**src/rtl/writeback_unit.sv**
```systemverilog
// Regfile writeback arbiter: ALU results take the write port every cycle,
// load results queue in a small FIFO, and a per-register scoreboard tracks outstanding loads.
module writeback_unit #(
  parameter int BIT_DATA = 8,
  parameter int SZB      = 4,
  parameter int DEPTH    = 2
) (
  input  logic                clock,
  input  logic                reset,
  input  logic                alu_valid,
  input  logic [SZB-1:0]      alu_addr,
  input  logic [BIT_DATA-1:0] alu_data,
  input  logic                ld_valid,
  output logic                ld_ready,
  input  logic [SZB-1:0]      ld_addr,
  input  logic [BIT_DATA-1:0] ld_data,
  input  logic                iss_ld,
  input  logic [SZB-1:0]      iss_addr,
  input  logic [SZB-1:0]      chk_addr0,
  input  logic [SZB-1:0]      chk_addr1,
  output logic                busy0,
  output logic                busy1,
  output logic                rd_we,
  output logic [SZB-1:0]      addr_rd,
  output logic [BIT_DATA-1:0] rd
);

  localparam int PW   = (DEPTH > 1) ? $clog2(DEPTH) : 1;
  localparam int CW   = $clog2(DEPTH + 1);
  localparam int NREG = 2 ** SZB;

  typedef enum logic {
    SRC_ALU = 1'b0,
    SRC_LD  = 1'b1
  } src_e;

  logic [SZB-1:0]      fifo_addr [DEPTH];
  logic [BIT_DATA-1:0] fifo_data [DEPTH];
  logic [PW-1:0]       wr_ptr;
  logic [PW-1:0]       rd_ptr;
  logic [CW-1:0]       count;
  logic                push;
  logic                pop;
  src_e                rd_src;
  logic [NREG-1:0]     sb;
  logic [NREG-1:0]     sb_next;

  function automatic logic [PW-1:0] ptr_inc(input logic [PW-1:0] p);
    return (p == PW'(DEPTH - 1)) ? '0 : p + PW'(1);
  endfunction

  // Readiness comes from registered count only, so a pop never frees a slot combinationally.
  assign ld_ready = !reset && (count < CW'(DEPTH));
  assign push     = ld_valid && ld_ready;
  assign pop      = !alu_valid && (count != '0);

  always_ff @(posedge clock) begin
    if (push) begin
      fifo_addr[wr_ptr] <= ld_addr;
      fifo_data[wr_ptr] <= ld_data;
    end
  end

  always_ff @(posedge clock) begin
    if (reset) begin
      wr_ptr <= '0;
      rd_ptr <= '0;
      count  <= '0;
    end else begin
      if (push) wr_ptr <= ptr_inc(wr_ptr);
      if (pop)  rd_ptr <= ptr_inc(rd_ptr);
      case ({push, pop})
        2'b10:   count <= count + CW'(1);
        2'b01:   count <= count - CW'(1);
        default: count <= count;
      endcase
    end
  end

  always_ff @(posedge clock) begin
    if (reset) begin
      rd_we   <= 1'b0;
      addr_rd <= '0;
      rd      <= '0;
      rd_src  <= SRC_ALU;
    end else if (alu_valid) begin
      rd_we   <= 1'b1;
      addr_rd <= alu_addr;
      rd      <= alu_data;
      rd_src  <= SRC_ALU;
    end else if (pop) begin
      rd_we   <= 1'b1;
      addr_rd <= fifo_addr[rd_ptr];
      rd      <= fifo_data[rd_ptr];
      rd_src  <= SRC_LD;
    end else begin
      rd_we   <= 1'b0;
      rd_src  <= SRC_ALU;
    end
  end

  // Clear is applied before set so a same-edge reissue keeps the register busy.
  always_comb begin
    sb_next = sb;
    if (rd_we && (rd_src == SRC_LD)) sb_next[addr_rd] = 1'b0;
    if (iss_ld)                      sb_next[iss_addr] = 1'b1;
  end

  always_ff @(posedge clock) begin
    if (reset) sb <= '0;
    else       sb <= sb_next;
  end

  assign busy0 = sb[chk_addr0];
  assign busy1 = sb[chk_addr1];

endmodule

```
**config.mk**
```make
export PLATFORM = sky130hd
export DESIGN_NAME = writeback_unit
export DESIGN_NICKNAME = d
export VERILOG_FILES = /design/src/rtl/writeback_unit.sv
export SDC_FILE = /design/constraint.sdc
export NUM_CORES = 1
export LEC_CHECK = 0
export BUFFER_PORTS_ARGS = -buffer_cell sky130_fd_sc_hd__buf_2
export CORE_MARGIN = 2
export CORE_UTILIZATION = 39
export DETAILED_ROUTE_END_ITERATION = 8
export SYNTH_ARGS = -nofsm -noshare
export SYNTH_HDL_FRONTEND = slang
export SYNTH_SLANG_ARGS = --single-unit
```
**constraint.sdc**
```tcl
create_clock -name clock -period 3.25 [get_ports clock]
set_clock_uncertainty 0.1 [all_clocks]
set_input_delay 0.65 -clock clock [delete_from_list [all_inputs] [get_ports clock]]
set_output_delay 0.65 -clock clock [all_outputs]
set_load 0.02 [all_outputs]
```
; Word-level counts from Yosys, hierarchy flattened
; Memories as Yosys holds them, arrays and structs flattened. A register that Yosys moved wholly into a read port is not among the register bits.
; Index checks and enable logic that the tools add are counted.
[op_classes]
n_addsub = 4
n_mul = 0
div_mod_pow = 0
magnitude_cmp = 7
n_eq_ne = 2
n_shift = 0
n_mux = 25
n_bitwise = 3
reduce_logical = 12
[ops]
columns = operator, count
row1 = $mux 16, 2
row2 = $lt 4x5->1 const B, 4
row3 = $and 16x16->16, 1
row4 = $mux 8, 2
row5 = $not 16->16, 1
row6 = $or 16x16->16, 1
row7 = $mux 1, 14
row8 = $bmux 1 s4, 2
row9 = $demux 1 s4, 2
row10 = $ge 4x1->1 const B, 2
row11 = $mux 4, 2
row12 = $logic_and 1x1->1, 6
row13 = $reduce_bool 2->1, 3
row14 = $pmux 2 s2, 1
row15 = $add 1x1->1 const B, 2
row16 = $add 2x1->2 const B, 1
row17 = $eq 2x1->1 const B, 1
row18 = $eq 2x2->1 const B, 1
row19 = $logic_not 1->1, 2
row20 = $lt 2x2->1 const B, 1
row21 = $reduce_or 2->1, 1
row22 = $sub 2x1->2 const B, 1
[totals]
register_bits = 34
latchBits = 0
ram_bits = 24
romBits = 0
inputBits = 41
output_inout_bits = 16
elab_cells = 63
n_memories = 2
[memory_table]
columns = name, depth, width, rd, rd_ports_with_merged_regs, wr, line_no
row1 = fifo_data, 2, 8, 1, 1, 1, 38  ; logic [BIT_DATA-1:0] fifo_data [DEPTH];
row2 = fifo_addr, 2, 4, 1, 1, 1, 37  ; logic [SZB-1:0] fifo_addr [DEPTH];

; Logic depth before layout (Yosys ltp)
[logic_depth]
ltp_word = 9
ltp_mapped = 8

; Worst setup path after synthesis
; Ideal clock, no wire load.
[synth_path]
path_kind = input-to-reg
from = input reset
to = memory fifo_addr[0][0], enable pin
setup_ns = 0.380
arrival_ns = 1.851
required_time_ns = 2.770
path_slack_ns = 0.919
path_stages = 4
n_path_buf = 1
path_cell_list = clkbuf_1 > nor2_1 > nand2_1 > nor2_1
[synth_between]
elab_chain_cells = 5
[synth_rtl]
columns = element, line_no
row1 = "start, declared", 9  ; input logic reset,
row2 = $logic_not 1->1, 53  ; assign ld_ready = !reset && (count < CW'(DEPTH));
row3 = $logic_and 1x1->1, 53
row4 = net ld_ready, 14  ; output logic ld_ready,
row5 = $logic_and 1x1->1, 54  ; assign push = ld_valid && ld_ready;
row6 = $mux 1, 58  ; if (push) begin
row7 = $mux 1 (not written as such), 59  ; fifo_addr[wr_ptr] <= ld_addr;
row8 = "end, declared", 37
; The timed path passes the listed nets, and every way through them passes these cells.

; Final worst setup path
[layout_path]
from = input chk_addr0[0]
to = output busy0
[layout_between]
elab_chain_cells = 2
[layout_rtl]
columns = element, line_no
row1 = "start, declared", 19  ; input logic [SZB-1:0] chk_addr0,
row2 = $bmux 1 s4, 114  ; assign busy0 = sb[chk_addr0];
row3 = $mux 1 (not written as such), 114
row4 = "end, declared", 21  ; output logic busy0,
; No other way between the ends. The select of a mux whose other input is x is not followed.

==> impl_metrics.json <==
{
  "cts_tree": "yes",
  "min_path_type": "reg -> reg",
  "timing_hold_violations_final": 0,
  "drc_errors": 0,
  "yosysWarnings": 0,
  "numCtsBuffers": 9,
  "cts_buffer_depth": 2,
  "drv_cap": 0,
  "ys_types": 31,
  "cts_sinks": 59,
  "final-setup-viol-count": 0,
  "place_hpwl_mm": 3.99,
  "hold_ws_ns": 0.398,
  "drtIter0Drc": 172,
  "grt_pass1_vias": 1800,
  "antenna_found_initial": 0,
  "design_power_total_mw": 2.08,
  "drt-pass1-iter-count": 4,
  "critPathLaunch": "chk_addr0[0]",
  "cp_max_fo": 4,
  "num_vias": 1981,
  "place_area_um2": 2920,
  "area_growth_pct": 19.4,
  "clkLatencyLatePin_ns": 0.33,
  "hold_end": "sb[9]",
  "postSynthCellCount": 233,
  "yosysSeqAreaShare_pct": 54.6,
  "synth_top_family_by_area": "multiplexers",
  "ys.flop_type": "dfxtp_1",
  "start_util_pct": 40.7,
  "drv_slew": 0,
  "final_cells": 372,
  "worst-endpoint-arrival_ns": 1.71,
  "multiInputGateArea_um2": 1100,
  "holdPathStages": 2,
  "yosys.area_share.adder_pct": 0.481,
  "drive_gt1_share_pct": 28.1,
  "worst_pin_slew_ns": 0.762,
  "fin_crit_sh_pct": 75.7,
  "leakagePower_nw": 1.19,
  "hold_buffers": 0,
  "cts_max_level": 3,
  "synth_edf_count": 24,
  "ff_latch_area_um2": 1420,
  "synth-seq-cells": 59,
  "run_status": "finished clean",
  "timing.fmax_mhz": 406,
  "grt_pass1_wl_mm": 9.00,
  "async_flop_share_pct": 0,
  "synth_nets": 275,
  "final.setup.worst_slack_ns": 0.790,
  "cts_resized": 0,
  "cts-root-buf": "clkbuf_8",
  "gr-usage-all-layers_pct": 16.3,
  "min_from": "sb[9]",
  "io_pins": 57,
  "synthMuxAreaShare_pct": 13.9,
  "relSlewSlack_pct": 49.2,
  "powerDensity_nw_per_um2": 669,
  "synth_area_um2": 2600,
  "post_drt_wl_per_cell_um": 15.4,
  "fin_area_um2": 3110,
  "gr-total-overflow": 0,
  "antenna_left": 0,
  "die_y_um": 85.7,
  "grt_max_degree": 36,
  "cp_slowest_cell": "mux4_2",
  "synth_compound_area_share_pct": 13.6,
  "nFillCells": 603,
  "cp.required_ns": 2.50,
  "peakVddDrop_mv": 0.383,
  "reg2reg_from": "count[1]",
  "wirelength_mm": 5.74,
  "avgSynthCellArea_um2": 11.2,
  "end_kind": "primary output",
  "r2r_setup_slack_ns": 1.21,
  "nets": 332,
  "dieArea_um2": 7340,
  "critPathLaunchType": "primary input",
  "die_x_um": 85.7,
  "min_period_ns": 2.46,
  "r2r_cells": 5,
  "fin_tns_setup_ns": 0,
  "gp_congestion": 0.860,
  "core_area_um2": 6390,
  "vias_per_cell": 5.33,
  "synthXorXnorAreaFrac_pct": 1.01,
  "post-cts-setup-buffer-count": 0,
  "worst_r2r_endpoint": "count[1]",
  "rows": 29,
  "crit_chain": "buf_2, mux4_2, mux2i_1, mux2i_1, buf_2",
  "insertedDiodeCount": 0,
  "crit_path_max_incr_delay_ns": 0.51,
  "synthSimpleGateAreaFrac_pct": 13.4,
  "clk_pin_slew_worst_paths_ns": 0.06,
  "path_class": "in -> out",
  "rsz0062_at_grt": "false",
  "dp.cells": 356,
  "port_buffers": 56,
  "post-place-ws_ns": 0.776,
  "fin_util_pct": 48.6
}
cells in the mapped netlist (2+ instances only):
library cell / count / area [um2]
xnor2_1: 2 / 17.5
clkbuf_1: 5 / 18.8
a21oi_1: 30 / 150
and3b_1: 2 / 17.5
a211o_1: 12 / 105
nand2_1: 26 / 97.6
mux4_2: 8 / 180
nand3_1: 4 / 20.0
nor2b_1: 3 / 18.8
nand2b_1: 2 / 12.5
mux2i_1: 18 / 180
o21ai_0: 18 / 90.1
nor2_1: 9 / 33.8
buf_2: 3 / 15.0
or3_1: 2 / 12.5
buf_6: 3 / 33.8
dfxtp_1: 35 / 701
edfxtp_1: 24 / 721
nor3_1: 13 / 65.1
and3_1: 2 / 12.5
nand4b_1: 2 / 17.5
worst max-delay path by stage:
| stage | endpoint | slack [ns] | cells past startpoint |
|---|---|---|---|
| after floorplan | fifo_addr[0][0] | 0.92 | 4 |
| after global placement | busy1 | 0.82 | 5 |
| after detailed placement | busy0 | 0.78 | 5 |
| after CTS | busy0 | 0.78 | 5 |
| after global routing | busy1 | 0.66 | 5 |
| final | busy0 | 0.79 | 5 |
cell usage in the layout (no fill, tap or decap), types with 3 or more instances in the layout:
| master | Yosys | layout |
|---|---|---|
| clkbuf_8 | 0 | 10 |
| buf_4 | 1 | 3 |
| a211o_1 | 12 | 12 |
| mux2i_1 | 18 | 18 |
| nand2_1 | 26 | 26 |
| nor2b_1 | 3 | 3 |
| nor2_1 | 9 | 9 |
| mux4_2 | 8 | 8 |
| dfxtp_1 | 35 | 35 |
| edfxtp_1 | 24 | 24 |
| nor3_1 | 13 | 13 |
| a21oi_1 | 30 | 30 |
| buf_2 | 3 | 56 |
| o21ai_0 | 18 | 18 |
| nand3_1 | 4 | 4 |
| clkbuf_1 | 5 | 3 |
where the power goes:
part,leakage (nW),internal [mW],switching (mW)
sequential,0.507,0.858,0.0873
clock,0.0956,0.342,0.271
combinational,0.587,0.236,0.284
final cells by class:
class	count	share of cell area, %
Sequential cell	59	45.8
Multi-Input combinational cell	161	35.5
Timing Repair Buffer	59	9.75
Clock buffer	14	5.60
Tap cell	77	3.10
Clock inverter	2	0.322
worst max-delay path, delay by kind of cell:
kind	cells	cell delay [ns]
multiplexers	3	0.74
buffers and inverters	2	0.31
layer usage:
layer	up-vias	part of all wire (%)	track usage [%]
li1	985	-	-
met1	938	47	21.8
met2	50	46	24.4
met3	8	5.0	5.20
met5	-	0	0
met4	0	2.0	7.22
logic make-up after synthesis:
group	count (synthesis)
multiplexers	26
XOR/XNOR	3
adder cells (fa/ha/maj)	1
AO/OA/AOI/OAI	61
AND/OR/NAND/NOR	70
buffers and inverters	13
flip-flops	59
flip-flops by register name, indices dropped and copies added, names as in the netlist, named ones only:
register and cells:
sb 16, rd_we 1, count 2, rd_ptr 1, addr_rd 4, fifo_data 16
wr_ptr 1, fifo_addr 8, rd 8, rd_src 1
No activity file was read; power rests on OpenSTA's default activity.
